File: config.mk
export PLATFORM = sky130hd
export DESIGN_NAME = axi_req_resp_cut
export DESIGN_NICKNAME = d
export VERILOG_FILES = /design/src/rtl/axi_req_resp_cut.sv
export SDC_FILE = /design/constraint.sdc
export NUM_CORES = 1
export LEC_CHECK = 0
export BUFFER_PORTS_ARGS = -buffer_cell sky130_fd_sc_hd__buf_2
export CORE_AREA = 4 4 281 283
export DETAILED_ROUTE_END_ITERATION = 6
export DIE_AREA = 0 0 285 287
export GPL_TIMING_DRIVEN = 0
export PLACE_DENSITY = 0.61
export RECOVER_POWER = 50
export REMOVE_ABC_BUFFERS = 1
export SLEW_MARGIN = 5
export SYNTH_ARGS = -nofsm -noshare
export SYNTH_HDL_FRONTEND = slang
export SYNTH_SLANG_ARGS = --single-unit
export TNS_END_PERCENT = 1
File: constraint.sdc
create_clock -name clk_i -period 4.5 [get_ports clk_i]
set_clock_uncertainty 0.05 [all_clocks]
set_input_delay 0.45 -clock clk_i [delete_from_list [all_inputs] [get_ports clk_i]]
set_output_delay 0.45 -clock clk_i [all_outputs]
set_load 0.01 [all_outputs]
File: src/rtl/axi_req_resp_cut.sv
// ----------------------------------------------------------------------------
// axi_req_resp_cut
//
// Register slice on the ariane_axi request/response struct path. It sits
// between the core's AXI master and the struct-to-AXI_BUS master adapter. Each
// of the five channels (AW, W, AR toward the adapter; B, R back to the core)
// is either a 2-slot spill register or a plain wire. The choice is made per
// channel by the CUT_* parameters.
//
// A spill register cuts the valid, ready and payload paths. It still sustains
// one beat per cycle. Channels are fully independent of each other. Payloads
// pass through bit-exact.
//
// Ports
//   clk_i       in   clock, all state on rising edge
//   rst_ni      in   asynchronous active-low reset
//   slv_req_i   in   request from core master (aw/w/ar payload+valid, b/r ready)
//   slv_resp_o  out  response to core master (b/r payload+valid, aw/w/ar ready)
//   mst_req_o   out  request toward the master adapter
//   mst_resp_i  in   response from the master adapter
// ----------------------------------------------------------------------------

package ariane_axi;

    typedef struct packed {
        logic [3:0]  id;
        logic [63:0] addr;
        logic [7:0]  len;
        logic [2:0]  size;
        logic [1:0]  burst;
        logic        lock;
        logic [3:0]  cache;
        logic [2:0]  prot;
        logic [3:0]  qos;
        logic [3:0]  region;
        logic [5:0]  atop;
        logic        user;
    } aw_chan_t;

    typedef struct packed {
        logic [63:0] data;
        logic [7:0]  strb;
        logic        last;
        logic        user;
    } w_chan_t;

    typedef struct packed {
        logic [3:0]  id;
        logic [1:0]  resp;
        logic        user;
    } b_chan_t;

    typedef struct packed {
        logic [3:0]  id;
        logic [63:0] addr;
        logic [7:0]  len;
        logic [2:0]  size;
        logic [1:0]  burst;
        logic        lock;
        logic [3:0]  cache;
        logic [2:0]  prot;
        logic [3:0]  qos;
        logic [3:0]  region;
        logic        user;
    } ar_chan_t;

    typedef struct packed {
        logic [3:0]  id;
        logic [63:0] data;
        logic [1:0]  resp;
        logic        last;
        logic        user;
    } r_chan_t;

    typedef struct packed {
        aw_chan_t aw;
        logic     aw_valid;
        w_chan_t  w;
        logic     w_valid;
        logic     b_ready;
        ar_chan_t ar;
        logic     ar_valid;
        logic     r_ready;
    } req_t;

    typedef struct packed {
        logic     aw_ready;
        logic     ar_ready;
        logic     w_ready;
        logic     b_valid;
        b_chan_t  b;
        logic     r_valid;
        r_chan_t  r;
    } resp_t;

endpackage

// ----------------------------------------------------------------------------
// axi_req_resp_cut_spill
//
// Generic 2-slot spill register for one channel. Slot A drives the output.
// Slot B catches the beat that was already in flight when the output stalled.
// in_ready depends only on the slot-B flag and reset, so no combinational path
// runs from out_ready to in_ready.
//
// Ports
//   clk_i, rst_ni          clock, async active-low reset
//   in_valid/in_ready/in_data     upstream handshake and payload
//   out_valid/out_ready/out_data  downstream handshake and payload
// ----------------------------------------------------------------------------
module axi_req_resp_cut_spill #(
    parameter type T = logic [7:0]
) (
    input  logic clk_i,
    input  logic rst_ni,
    input  logic in_valid,
    output logic in_ready,
    input  T     in_data,
    output logic out_valid,
    input  logic out_ready,
    output T     out_data
);

    logic a_full;
    logic b_full;
    T     a_data;
    T     b_data;
    logic in_hs;
    logic out_hs;

    // rst_ni is gated into ready so that nothing is accepted while reset is held.
    assign in_ready  = ~b_full & rst_ni;
    assign in_hs     = in_valid & in_ready;
    assign out_valid = a_full;
    assign out_data  = a_data;
    assign out_hs    = a_full & out_ready;

    // Slot update. A is always filled before B, so "A empty, B full" never
    // occurs. While A is stalled it is left untouched, which keeps the output
    // AXI-stable.
    always_ff @(posedge clk_i or negedge rst_ni) begin
        if (!rst_ni) begin
            a_full <= 1'b0;
            b_full <= 1'b0;
            a_data <= '0;
            b_data <= '0;
        end else if (!a_full) begin
            if (in_hs) begin
                a_data <= in_data;
                a_full <= 1'b1;
            end
        end else if (out_hs) begin
            if (b_full) begin
                a_data <= b_data;
                b_full <= 1'b0;
            end else if (in_hs) begin
                a_data <= in_data;
            end else begin
                a_full <= 1'b0;
            end
        end else if (in_hs) begin
            b_data <= in_data;
            b_full <= 1'b1;
        end
    end

endmodule

module axi_req_resp_cut
    import ariane_axi::*;
#(
    parameter bit CUT_AW = 1'b1,
    parameter bit CUT_W  = 1'b1,
    parameter bit CUT_B  = 1'b1,
    parameter bit CUT_AR = 1'b1,
    parameter bit CUT_R  = 1'b1
) (
    input  logic  clk_i,
    input  logic  rst_ni,
    input  req_t  slv_req_i,
    output resp_t slv_resp_o,
    output req_t  mst_req_o,
    input  resp_t mst_resp_i
);

    aw_chan_t mst_aw;
    logic     mst_aw_valid;
    logic     slv_aw_ready;
    w_chan_t  mst_w;
    logic     mst_w_valid;
    logic     slv_w_ready;
    ar_chan_t mst_ar;
    logic     mst_ar_valid;
    logic     slv_ar_ready;
    b_chan_t  slv_b;
    logic     slv_b_valid;
    logic     mst_b_ready;
    r_chan_t  slv_r;
    logic     slv_r_valid;
    logic     mst_r_ready;

    if (CUT_AW) begin : g_aw_cut
        axi_req_resp_cut_spill #(.T(aw_chan_t)) i_aw (
            .clk_i     (clk_i),
            .rst_ni    (rst_ni),
            .in_valid  (slv_req_i.aw_valid),
            .in_ready  (slv_aw_ready),
            .in_data   (slv_req_i.aw),
            .out_valid (mst_aw_valid),
            .out_ready (mst_resp_i.aw_ready),
            .out_data  (mst_aw)
        );
    end else begin : g_aw_wire
        assign mst_aw       = slv_req_i.aw;
        assign mst_aw_valid = slv_req_i.aw_valid;
        assign slv_aw_ready = mst_resp_i.aw_ready;
    end

    if (CUT_W) begin : g_w_cut
        axi_req_resp_cut_spill #(.T(w_chan_t)) i_w (
            .clk_i     (clk_i),
            .rst_ni    (rst_ni),
            .in_valid  (slv_req_i.w_valid),
            .in_ready  (slv_w_ready),
            .in_data   (slv_req_i.w),
            .out_valid (mst_w_valid),
            .out_ready (mst_resp_i.w_ready),
            .out_data  (mst_w)
        );
    end else begin : g_w_wire
        assign mst_w       = slv_req_i.w;
        assign mst_w_valid = slv_req_i.w_valid;
        assign slv_w_ready = mst_resp_i.w_ready;
    end

    if (CUT_AR) begin : g_ar_cut
        axi_req_resp_cut_spill #(.T(ar_chan_t)) i_ar (
            .clk_i     (clk_i),
            .rst_ni    (rst_ni),
            .in_valid  (slv_req_i.ar_valid),
            .in_ready  (slv_ar_ready),
            .in_data   (slv_req_i.ar),
            .out_valid (mst_ar_valid),
            .out_ready (mst_resp_i.ar_ready),
            .out_data  (mst_ar)
        );
    end else begin : g_ar_wire
        assign mst_ar       = slv_req_i.ar;
        assign mst_ar_valid = slv_req_i.ar_valid;
        assign slv_ar_ready = mst_resp_i.ar_ready;
    end

    // B and R travel in the response direction: input from the adapter, output to the core.
    if (CUT_B) begin : g_b_cut
        axi_req_resp_cut_spill #(.T(b_chan_t)) i_b (
            .clk_i     (clk_i),
            .rst_ni    (rst_ni),
            .in_valid  (mst_resp_i.b_valid),
            .in_ready  (mst_b_ready),
            .in_data   (mst_resp_i.b),
            .out_valid (slv_b_valid),
            .out_ready (slv_req_i.b_ready),
            .out_data  (slv_b)
        );
    end else begin : g_b_wire
        assign slv_b       = mst_resp_i.b;
        assign slv_b_valid = mst_resp_i.b_valid;
        assign mst_b_ready = slv_req_i.b_ready;
    end

    if (CUT_R) begin : g_r_cut
        axi_req_resp_cut_spill #(.T(r_chan_t)) i_r (
            .clk_i     (clk_i),
            .rst_ni    (rst_ni),
            .in_valid  (mst_resp_i.r_valid),
            .in_ready  (mst_r_ready),
            .in_data   (mst_resp_i.r),
            .out_valid (slv_r_valid),
            .out_ready (slv_req_i.r_ready),
            .out_data  (slv_r)
        );
    end else begin : g_r_wire
        assign slv_r       = mst_resp_i.r;
        assign slv_r_valid = mst_resp_i.r_valid;
        assign mst_r_ready = slv_req_i.r_ready;
    end

    // Reassemble the output structs from the per-channel results so that each
    // struct has exactly one driver.
    always_comb begin
        mst_req_o          = '0;
        mst_req_o.aw       = mst_aw;
        mst_req_o.aw_valid = mst_aw_valid;
        mst_req_o.w        = mst_w;
        mst_req_o.w_valid  = mst_w_valid;
        mst_req_o.b_ready  = mst_b_ready;
        mst_req_o.ar       = mst_ar;
        mst_req_o.ar_valid = mst_ar_valid;
        mst_req_o.r_ready  = mst_r_ready;

        slv_resp_o          = '0;
        slv_resp_o.aw_ready = slv_aw_ready;
        slv_resp_o.ar_ready = slv_ar_ready;
        slv_resp_o.w_ready  = slv_w_ready;
        slv_resp_o.b_valid  = slv_b_valid;
        slv_resp_o.b        = slv_b;
        slv_resp_o.r_valid  = slv_r_valid;
        slv_resp_o.r        = slv_r;
    end

endmodule

**Word level (Yosys, flattened, before mapping)**

Index checks and enable logic that the tools add are counted.

- Input port bits: 367
- Output and inout bits: 365
- Flip-flop bits (word level): 720

- Bitwise operators: 25
- Mux-type cells: 50
- Reduce and logical (&&, ||, !) cells: 15
- Equal/unequal tests: 5

Operators by type and width:

| kind | count |
|---|---|
| 104-bit 2-to-1 mux | 4 |
| 98-bit 2-to-1 mux | 4 |
| 74-bit 2-to-1 mux | 4 |
| 72-bit 2-to-1 mux | 4 |
| 1-bit 2-to-1 mux | 30 |
| 7-bit 2-to-1 mux | 4 |
| 1-bit AND | 15 |
| 3-bit AND reduction | 5 |
| 2-bit != test (second input constant) | 5 |
| 1-bit NOT | 10 |
| 2-bit AND reduction | 5 |
| 2-bit nonzero test | 5 |

**Depth between registers and ports, before layout**

Gate-level depths: netlist (run 1).

- Word-level depth: 7
- Gate-level depth with buffers: 6

**Modules after synthesis**

A second synthesis (run 1) with hierarchy kept.

- Cells, all modules: 1961
- Area total of the unflattened synthesis: 31694.1 µm²

By module, submodules not included:

| module | cells an instance | seq. area each (µm²) | area an instance (µm²) | instances |
|---|---|---|---|---|
| axi_req_resp_cut_spill at g_aw_cut.i_aw | 567 | 5255.0 | 9097.5 | 1 |
| axi_req_resp_cut_spill at g_ar_cut.i_ar | 534 | 4954.8 | 8529.4 | 1 |
| axi_req_resp_cut_spill at g_w_cut.i_w | 407 | 3753.6 | 6734.0 | 1 |
| axi_req_resp_cut_spill at g_r_cut.i_r | 395 | 3653.5 | 6530.0 | 1 |
| axi_req_resp_cut_spill at g_b_cut.i_b | 48 | 400.4 | 728.2 | 1 |
| axi_req_resp_cut | 10 | 0.0 | 75.1 | 1 |

**Worst setup path before layout (run 1)**

No wires, ideal clock.

- Path kind: input to register
- From: in rst_ni
- To: reg g_r_cut.i_r.a_data (netlist bit g_r_cut.i_r.out_data[18])
- Data arrival time: 1.697 ns
- Path buffers: 2
- Stages: 5
- Path slack: 2.629 ns
- Cells stage by stage: buf_2 nand3b_1 a21oi_2 buf_4 mux2_2

- Cells in the longest elaborated chain, start to end: 6

Ends and longest elaborated chain:

| item | line | text |
|---|---|---|
| start, declared | 179 | `input logic rst_ni,` |
| 1-bit AND (*) | 132 | `assign in_ready = ~b_full & rst_ni;` |
| 1-bit AND (*) | 133 | `assign in_hs = in_valid & in_ready;` |
| 72-bit 2-to-1 mux (*) | - |  |
| 72-bit 2-to-1 mux (2 in series) | - |  |
| 72-bit 2-to-1 mux (*) | - |  |
| end signal, assigned | 149 | `a_data <= in_data;` |
| end signal, assigned | 154 | `a_data <= b_data;` |
| end signal, assigned | 157 | `a_data <= in_data;` |
| end, declared | 126 | `T a_data;` |

Mark *: on every way between the ends. The rest lies on a longest branch, timed or not. The select of a mux whose other input is x is not followed.
A chain may end at the register's enable or synchronous reset.

**Worst setup path after layout (run 1)**

- From: in rst_ni
- To: reg g_w_cut.i_w.a_data (netlist bit g_w_cut.i_w.out_data[1])

- Cells in the longest elaborated chain, start to end: 6

Ends and longest elaborated chain:

| item | line |
|---|---|
| 1-bit AND (*) | 132 |
| 1-bit AND (*) | 133 |
| 74-bit 2-to-1 mux (*) | - |
| 74-bit 2-to-1 mux (2 in series) | - |
| 74-bit 2-to-1 mux (*) | - |
| end signal, assigned | 149 |
| end signal, assigned | 154 |
| end signal, assigned | 157 |
| end, declared | 126 |

Marked as above.

==> flow_summary.toml, run 1 <==
[power]
combinationalPowerShare = 0.348
powerDensity_nw_per_um2 = 672
p_leak_nw = 18.2
clkPwrFrac = 0.244
p_switching_w = 0.00891
seq_power_share = 0.408
ir_drop_mv = 0.414
swShare = 0.318
intPower_w = 0.0191

[global_route]
grt_pass1_wl_um = 130000
overflow = 0
track_usage = 0.201
grt_pass1_vias = 22500
grt_max_degree = 122
antenna_found_initial = 24

[sta]
hold_viol = 0
timing.slew.headroom = -0.0815
worst_pin_slew_ns = 1.62
fin_setup_tns_ns = 0
max_freq_mhz = 241
rsz0062_at_grt = "no"
drv_slew = 119
finalSetupViolations = 0
period_share = 0.923
setup_slack_ns = 0.348
period_needed_ns = 4.15

[yosys]
postSynthCellCount = 1969
yosysTopAreaCellShare = 0.580
ys_ff_latch = 720
yosys_warnings = 0
synth_cell_types = 23
ys_seq_area_frac = 0.580
syn-mean-instance-area_um2 = 15.8
yosysTopAreaCell = "dfrtp_1"
synth_area_um2 = 31100
synth.area.top_cells = "dfrtp_1 (58%), mux2_2 (39%), buf_2 (1.1%)"

[final_layout]
mostFrequentLayoutCell = "mux2_2"
layout.nets = 3373
area_delta_synth_final_pct = 34.1
layout_common_cells = "mux2_2 (1065), dfrtp_1 (720), clkbuf_1 (376)"
drive_gt1_frac = 0.529
n_fill_cell = 6510

[placement]
io_buffer_count = 731
preCtsSetupSlack_ns = 0.236
hpwl_um = 60000
gp_congestion = 0.820

[cts]
cts_max_level = 3
cts.sinks = 720
clock_latency_ns = 0.62
cts_tree = "built"
cts.clk_slew.worst_paths_ns = 0.06
cts-resized-gates = 0
root_buffer = "clkbuf_16"
numCtsBuffers = 82
clockBufferDepth = 3

[worst_setup_path]
critical-path-max-stage-delay_ns = 0.68
worstSetupPathType = "input pin to register"
required_ns = 4.93
cp.arrival_ns = 4.58
path_delay_family = "buffers and inverters"
critical_path.slowest_cell = "nor3_2"
worst-path-buf-inv = 8
startpoint_type = "input pin"
ff2ff_setup_slack_ns = 1.63
critPathMaxFanout = 120
path_cells = "dlygate4sd3_1 -> buf_8 -> buf_16 -> buf_16 -> a21oi_1 -> nor3_2 -> buf_4 -> buf_4 -> buf_6 -> buf_6 -> mux2_2"
end_kind = "register"

[drt]
drt_iter0_markers = 583
drt_pass1_iterations = 4
wl_per_cell_um = 20.2
postRouteAntennaNets = 0
wirelength_um = 83400
drc = 0
avgViaCountPerCell = 4.92
route.vias.total = 20300

[worst_hold_path]
hp-class = "input pin to register"

[floorplan]
core_area_um2 = 76700
pin_count = 732
initial_core_util = 0.405
row_count = 102
die_h_um = 287
die_width_um = 285
dieArea_um2 = 81800

[flow_run]
max-cap-violations = 1

[run_status]
outcome = "complete, but fails checks"
failed_checks = "capacitance limit, slew limit"
[synth_stat cells]
master,number
dfrtp_1,720
a21o_1,1
buf_2,67
nor2b_1,12
nand3b_1,1
nand2_2,1
a31oi_1,4
mux2_2,1065
and2b_1,3
o21ai_0,9
nor3_2,2
a21oi_1,8
nand3_1,3
clkbuf_1,11
nand3_2,1
buf_6,5
inv_1,5
a21oi_2,1
nor3_4,1
nor3_1,1
buf_1,3
nand2_1,10
buf_4,35
[path summary, 6_finish.rpt]
path | to | from | cells past startpoint
setup / recovery | g_w_cut.i_w.out_data[1]$_DFFE_PN0P_ | rst_ni | 11
hold / removal | g_w_cut.i_w.b_data[60]$_DFFE_PN0P_ | slv_req_i[162] | 2
setup reg to reg | g_w_cut.i_w.out_data[1]$_DFFE_PN0P_ | g_w_cut.i_w.out_valid$_DFF_PN0_ | 7
hold reg to reg | g_ar_cut.i_ar.b_data[83]$_DFFE_PN0P_ | g_ar_cut.i_ar.b_data[83]$_DFFE_PN0P_ | 1
max in group asynchronous | g_ar_cut.i_ar.b_data[57]$_DFFE_PN0P_ | rst_ni | 4
min in group asynchronous | g_aw_cut.i_aw.out_data[69]$_DFFE_PN0P_ | rst_ni | 2
[metal layers]
metal,up-vias,global-route usage,share of wire
met5,-,0,0.00041
met2,556,0.353,0.51
li1,9194,-,-
met3,189,0.0601,0.065
met1,10400,0.225,0.38
met4,6,0.0900,0.047
[per-stage QoR]
stage / total power [W] / cells / hold WS [ns] / util / instance area [µm²]
after CTS: 0.0288 / 4110 / 0.000151 / 0.549 / 42100
after detailed placement: 0.0216 / 3661 / 0.325 / 0.473 / 36300
after global placement: 0.0212 / 3619 / 0.433 / 0.461 / 35300
after floorplan: 0.0175 / 1848 / 0.104 / - / 30400
after global routing: 0.0297 / 4131 / 0.00559 / 0.543 / 41700
final: 0.0280 / 4132 / 0.0381 / 0.543 / 41700
[registers in the layout, indices dropped and copies added (netlist names), 72 cells and up]
name	cells
g_w_cut.i_w.b_data	74
g_ar_cut.i_ar.b_data	98
g_w_cut.i_w.out_data	74
g_aw_cut.i_aw.b_data	104
g_ar_cut.i_ar.out_data	98
g_r_cut.i_r.b_data	72
g_aw_cut.i_aw.out_data	104
g_r_cut.i_r.out_data	72
[logic make-up after synthesis]
kind of cell           Yosys count  synth area share
muxes                         1065             0.386
buffers and inverters          126            0.0234
DFF                            720             0.580
and+or+nand+nor                 35           0.00692
AOI/OAI and AO/OA               23           0.00407
[power by group through the flow]
stage	registers, W	clock network, W	logic, W
after floorplan	0.0119	0	0.00554
after global placement	0.0113	0	0.00997
after detailed placement	0.0115	0	0.0101
after CTS	0.0114	0.00703	0.0104
after global routing	0.0119	0.00730	0.0105
final	0.0114	0.00683	0.00975
[timing repair]
item,4_1_cts,5_1_grt
hold buffers,300,1
buffers inserted,0,0
endpoints found under the hold margin,341,1
[final cells by class]
type / count / area [µm²] / area share
sequential: 720 / 18000 / 0.432
multi-input combinational: 1123 / 12400 / 0.298
timing repair buffer: 1074 / 7050 / 0.169
clock buffer: 123 / 2470 / 0.0592
tap: 1040 / 1300 / 0.0312
clock inverter: 26 / 335 / 0.00805
antenna: 21 / 52.6 / 0.00126
inverter: 5 / 18.8 / 0.000450
(Power assumes the default switching activity.)
==> run 2, diff against run 1 <==
--- a/config.mk
+++ b/config.mk
@@ -6,11 +6,11 @@
 export NUM_CORES = 1
 export LEC_CHECK = 0
 export BUFFER_PORTS_ARGS = -buffer_cell sky130_fd_sc_hd__buf_2
-export CORE_AREA = 4 4 281 283
+export CORE_AREA = 8 8 277 279
 export DETAILED_ROUTE_END_ITERATION = 6
 export DIE_AREA = 0 0 285 287
 export GPL_TIMING_DRIVEN = 0
-export PLACE_DENSITY = 0.61
+export PLACE_DENSITY = 0.64
 export RECOVER_POWER = 50
 export REMOVE_ABC_BUFFERS = 1
 export SLEW_MARGIN = 5
==> run 2 against run 1 <==
Critical endpoint is now g_ar_cut.i_ar.out_data[59]$_DFFE_PN0P_. Fmax is 3.2% higher. Largest power group unchanged. Sequential share of layout area is 0.64 points higher. The flow still finishes with violations (capacitance limit, slew limit). Sequential power about the same.
==> flow_summary.toml, run 2 (synthesis gave the netlist of run 1 again) <==
[run_status]
outcome = "complete, but fails checks"
failed_checks = "capacitance limit, slew limit"

[sta]
max_freq_mhz = 249
timing.hold.ws_ns = 0.0456
timing.slew.headroom = -1.08
rsz0062_at_grt = "no"
finalSetupViolations = 0
period_needed_ns = 4.02
period_share = 0.894
drv_slew = 145
hold_viol = 0
worst_pin_slew_ns = 3.11

[cts]
cts_setup_buffers = 0
cts_max_level = 3
cts.clk_slew.worst_paths_ns = 0.05
clock_latency_ns = 0.62
cts.sinks = 720
cts-resized-gates = 0
clockBufferDepth = 3
root_buffer = "clkbuf_16"
ctsHoldBuffers = 267
numCtsBuffers = 79
cts_tree = "built"

[final_layout]
layout.nets = 3334
layout_common_cells = "mux2_2 (1065), dfrtp_1 (720), clkbuf_1 (380)"
fin_area_um2 = 41100
n_fill_cell = 6001
mostFrequentLayoutCell = "mux2_2"
drive_gt1_frac = 0.532
final-instance-count-excl-fill = 4000
area_delta_synth_final_pct = 32.2

[global_route]
grt_pass1_vias = 22600
antenna_found_initial = 20
grt_pass1_wl_um = 134000
overflow = 0
track_usage = 0.206
grt_max_degree = 122

[placement]
place_inst = 3578
hpwl_um = 63000
gp_congestion = 0.838
io_buffer_count = 731
placed_area_um2 = 36200

[power]
powerDensity_nw_per_um2 = 679
p_leak_nw = 18.0
p_switching_w = 0.00898
seq_power_share = 0.411
combinationalPowerShare = 0.354
p_total_w = 0.0279
ir_drop_mv = 0.409
clkPwrFrac = 0.235
intPower_w = 0.0189
swShare = 0.322

[drt]
wl_per_cell_um = 21.7
route.vias.total = 20200
postRouteAntennaNets = 0
avgViaCountPerCell = 5.06
wirelength_um = 86600
drt_pass1_iterations = 4
drt_iter0_markers = 793
drc = 0

[worst_setup_path]
required_ns = 4.93
cp.arrival_ns = 4.45
startpoint_type = "input pin"
critPathMaxFanout = 89
end_kind = "register"
worstSetupPathType = "input pin to register"

[floorplan]
row_count = 99
die_h_um = 287
core_area_um2 = 72300
die_width_um = 285
dieArea_um2 = 81800
initial_core_util = 0.430
pin_count = 732

[worst_hold_path]
hp-class = "input pin to register"

[flow_run]
max-cap-violations = 2
-- run 2: layer usage --
metal  routed length [µm]  share of wire  vias to the layer above  GRT usage
met3                 5800          0.067                      196     0.0582
met4                 4430          0.051                        6      0.104
met5                   41        0.00047                        -          0
met2                44300           0.51                      594      0.360
li1                     -              -                     9127          -
met1                32000           0.37                    10300      0.229
-- run 2: layout make-up --
type | count | area [µm²] | area share
flip-flops and latches | 720 | 18000 | 0.439
multi-input cells | 1123 | 12400 | 0.303
repair buffers | 1038 | 6720 | 0.164
clock buffers | 117 | 2330 | 0.0568
well taps | 959 | 1200 | 0.0292
clock inverters | 21 | 314 | 0.00765
diodes | 17 | 42.5 | 0.00104
inverters | 5 | 18.8 | 0.000457
-- run 2: worst max-delay path, cell delays in order --
cell	delay, ns
dlygate4sd3_1	0.56
buf_8	0.12
buf_16	0.32
buf_16	0.40
buf_16	0.38
a21oi_1	0.19
nor3_4	0.74
buf_16	0.23
buf_16	0.16
buf_8	0.17
buf_8	0.20
mux2_2	0.36
-- run 2: metrics by stage --
step / setup TNS (ns) / setup WS [ns] / util
after floorplan: -258.78 / -1.98 / -
after global placement: - / -17.46 / 0.487
after detailed placement: -1.08 / -0.0729 / 0.500
after CTS: 0 / 0.337 / 0.574
after global routing: 0 / 0.0962 / 0.568
final: 0 / 0.479 / 0.568
-- run 2: worst paths after layout --
| check | start | to | slack (ns) | cells after the start |
|---|---|---|---|---|
| max | rst_ni | g_ar_cut.i_ar.out_data[59]$_DFFE_PN0P_ | 0.48 | 12 |
| min | slv_req_i[174] | g_w_cut.i_w.b_data[72]$_DFFE_PN0P_ | 0.05 | 2 |
| max reg2reg | g_ar_cut.i_ar.out_valid$_DFF_PN0_ | g_ar_cut.i_ar.out_data[59]$_DFFE_PN0P_ | 1.60 | 7 |
| min reg2reg | g_ar_cut.i_ar.b_data[34]$_DFFE_PN0P_ | g_ar_cut.i_ar.b_data[34]$_DFFE_PN0P_ | 0.45 | 1 |
| max in group asynchronous | rst_ni | g_r_cut.i_r.out_data[35]$_DFFE_PN0P_ | 0.80 | 6 |
| min in group asynchronous | rst_ni | g_aw_cut.i_aw.b_data[64]$_DFFE_PN0P_ | 0.35 | 3 |
-- run 2: power groups by stage --
stage	sequential, W	combinational (W)	clock [W]
floorplan	0.0119	0.00554	0
global placement	0.0112	0.0101	0
detailed placement	0.0115	0.0103	0
CTS	0.0114	0.0105	0.00674
global route	0.0119	0.0106	0.00701
finish	0.0115	0.00987	0.00655
==> run 3, diff against run 2 <==
--- a/config.mk
+++ b/config.mk
@@ -6,11 +6,13 @@
 export NUM_CORES = 1
 export LEC_CHECK = 0
 export BUFFER_PORTS_ARGS = -buffer_cell sky130_fd_sc_hd__buf_2
-export CORE_AREA = 8 8 277 279
+export CELL_PAD_IN_SITES_DETAIL_PLACEMENT = 2
+export CELL_PAD_IN_SITES_GLOBAL_PLACEMENT = 2
+export CORE_MARGIN = 8
+export CORE_UTILIZATION = 40
 export DETAILED_ROUTE_END_ITERATION = 6
-export DIE_AREA = 0 0 285 287
 export GPL_TIMING_DRIVEN = 0
-export PLACE_DENSITY = 0.64
+export PLACE_DENSITY = 0.82
 export RECOVER_POWER = 50
 export REMOVE_ABC_BUFFERS = 1
 export SLEW_MARGIN = 5
==> run 3 against run 2 <==
Cell count shrank 0.80%. Final area shrank 3.3%. The run still ends with capacitance limit, slew limit left. Die area is 6.2% higher. Critical path type unchanged. Core utilization down 5.3 points. Worst setup slack got worse by 0.24 ns.
==> flow_summary.toml, run 3 (synthesis gave the netlist of run 1 again) <==
[drt]
postRouteAntennaNets = 0
wl_met1_um = 44700
drt_iter0_markers = 783
wirelength_um = 134000
wl_per_cell_um = 33.9
route.vias.total = 21400
maxUsedRoutingLayer = "met5"
avgViaCountPerCell = 5.40
drc = 0
drt_pass1_iterations = 5
wl_met3_um = 9020
wl_met2_um = 72100

[run_status]
failed_checks = "capacitance limit, slew limit"
outcome = "complete, but fails checks"

[power]
p_switching_w = 0.0114
powerDensity_nw_per_um2 = 767
seq_power_share = 0.405
p_total_w = 0.0305
swShare = 0.375
combinationalPowerShare = 0.363
clkPwrFrac = 0.232
p_leak_nw = 17.3
intPower_w = 0.0190
ir_drop_mv = 0.468

[final_layout]
layout_common_cells = "mux2_2 (1065), dfrtp_1 (720), clkbuf_1 (382)"
area_delta_synth_final_pct = 27.8
mostFrequentLayoutCell = "mux2_2"
layout.nets = 3167
multiInputGateArea_um2 = 12400
drive_gt1_frac = 0.564
n_fill_cell = 7228
regArea_um2 = 18000

[cts]
cts_tree = "built"
cts.clk_slew.worst_paths_ns = 0.07
cts.sinks = 720
cts_setup_buffers = 0
cts_max_level = 3
clockBufferDepth = 3
clock_latency_ns = 0.63
numCtsBuffers = 82
root_buffer = "clkbuf_16"

[floorplan]
initial_core_util = 0.402
dieArea_um2 = 86900
pin_count = 732
die_width_um = 295
row_count = 102
die_h_um = 295
core_area_um2 = 77200

[sta]
timing.slew.headroom = -0.843
hold_viol = 0
period_share = 0.948
period_needed_ns = 4.26
finalSetupViolations = 0
max_freq_mhz = 235
rsz0062_at_grt = "no"
timing.hold.ws_ns = 0.0274
drv_slew = 342
worst_pin_slew_ns = 2.76

[global_route]
overflow = 0
antenna_found_initial = 79
grt_pass1_wl_um = 186000
grt_pass1_vias = 25400
track_usage = 0.288
grt_max_degree = 121

[worst_setup_path]
critPathMaxFanout = 120
required_ns = 4.94
ff2ff_setup_slack_ns = 1.58
end_kind = "register"
startpoint_type = "input pin"
cp.arrival_ns = 4.70
worstSetupPathType = "input pin to register"

[placement]
gp_congestion = 0.790
io_buffer_count = 731
hpwl_um = 77000

[flow_run]
max-cap-violations = 3

[worst_hold_path]
hp-class = "input pin to register"
[run 3: changes by cell type in the layout (fill, tap and decap cells not counted), sizes merged]
cell,change
dlygate4sd3,-171
diode,+49
clkbuf,+13
bufinv,-3
inv,-3
clkinv,+1
clkinvlp,+1
[run 3: metrics by stage]
| stage | util | setup TNS, ns | setup WS [ns] | instance area (µm²) | std cells |
|---|---|---|---|---|---|
| after floorplan | - | -258.78 | -1.98 | 30400 | 1848 |
| after global placement | 0.458 | - | -17.67 | 35300 | 3619 |
| after detailed placement | 0.471 | 0 | 0.159 | 36400 | 3661 |
| after CTS | 0.519 | 0 | 0.0542 | 40100 | 3902 |
| after global routing | 0.514 | 0 | 0.0418 | 39700 | 3957 |
| final | 0.515 | 0 | 0.236 | 39700 | 3968 |
[run 3: repair_timing]
| item | CTS | global route |
|---|---|---|
| hold buffers | 95 | 0 |
| hold endpoints to repair | 157 | 0 |
| endpoints found under the setup margin | 0 | 9 |
| gates resized for setup | 0 | 1 |
[run 3: power by group through the flow]
stage	clock network, W	logic (W)	registers, W
6_report	0.00706	0.0111	0.0123
5_1_grt	0.00736	0.0116	0.0126
4_1_cts	0.00702	0.0112	0.0120
3_5_place_dp	0	0.0107	0.0117
3_3_place_gp	0	0.0101	0.0112
2_1_floorplan	0	0.00554	0.0119
[run 3: final timing paths]
kind,from,to,cells past startpoint
max in group asynchronous,rst_ni,g_aw_cut.i_aw.out_data[33]$_DFFE_PN0P_,3
min in group asynchronous,rst_ni,g_r_cut.i_r.b_data[53]$_DFFE_PN0P_,2
setup / recovery,rst_ni,g_w_cut.i_w.out_data[71]$_DFFE_PN0P_,11
hold / removal,slv_req_i[15],g_ar_cut.i_ar.b_data[13]$_DFFE_PN0P_,2
setup reg to reg,g_r_cut.i_r.out_valid$_DFF_PN0_,g_r_cut.i_r.out_data[34]$_DFFE_PN0P_,6
hold reg to reg,g_ar_cut.i_ar.b_data[83]$_DFFE_PN0P_,g_ar_cut.i_ar.b_data[83]$_DFFE_PN0P_,1
[run 3: worst max-delay path: stages]
cell	delay, ns
dlygate4sd3_1	0.58
buf_8	0.44
buf_16	0.45
buf_16	0.47
a21oi_1	0.27
nor3_4	0.52
buf_8	0.23
buf_6	0.18
buf_8	0.18
buf_6	0.17
mux2_2	0.38
[run 3: cell type report]
cell class / instances / share of cell area
flip-flops and latches: 720 / 0.454
multi-input cells: 1123 / 0.313
repair buffers: 868 / 0.128
clock buffers: 129 / 0.0632
well taps: 1040 / 0.0328
clock inverters: 17 / 0.00529
diodes: 66 / 0.00416
inverters: 5 / 0.000472
[run 3: metal layers]
| metal | global-route usage | vias to the layer above |
|---|---|---|
| met2 | 0.535 | 868 |
| met4 | 0.158 | 32 |
| met1 | 0.286 | 11300 |
| li1 | - | 8828 |
| met5 | 0 | - |
| met3 | 0.0853 | 390 |
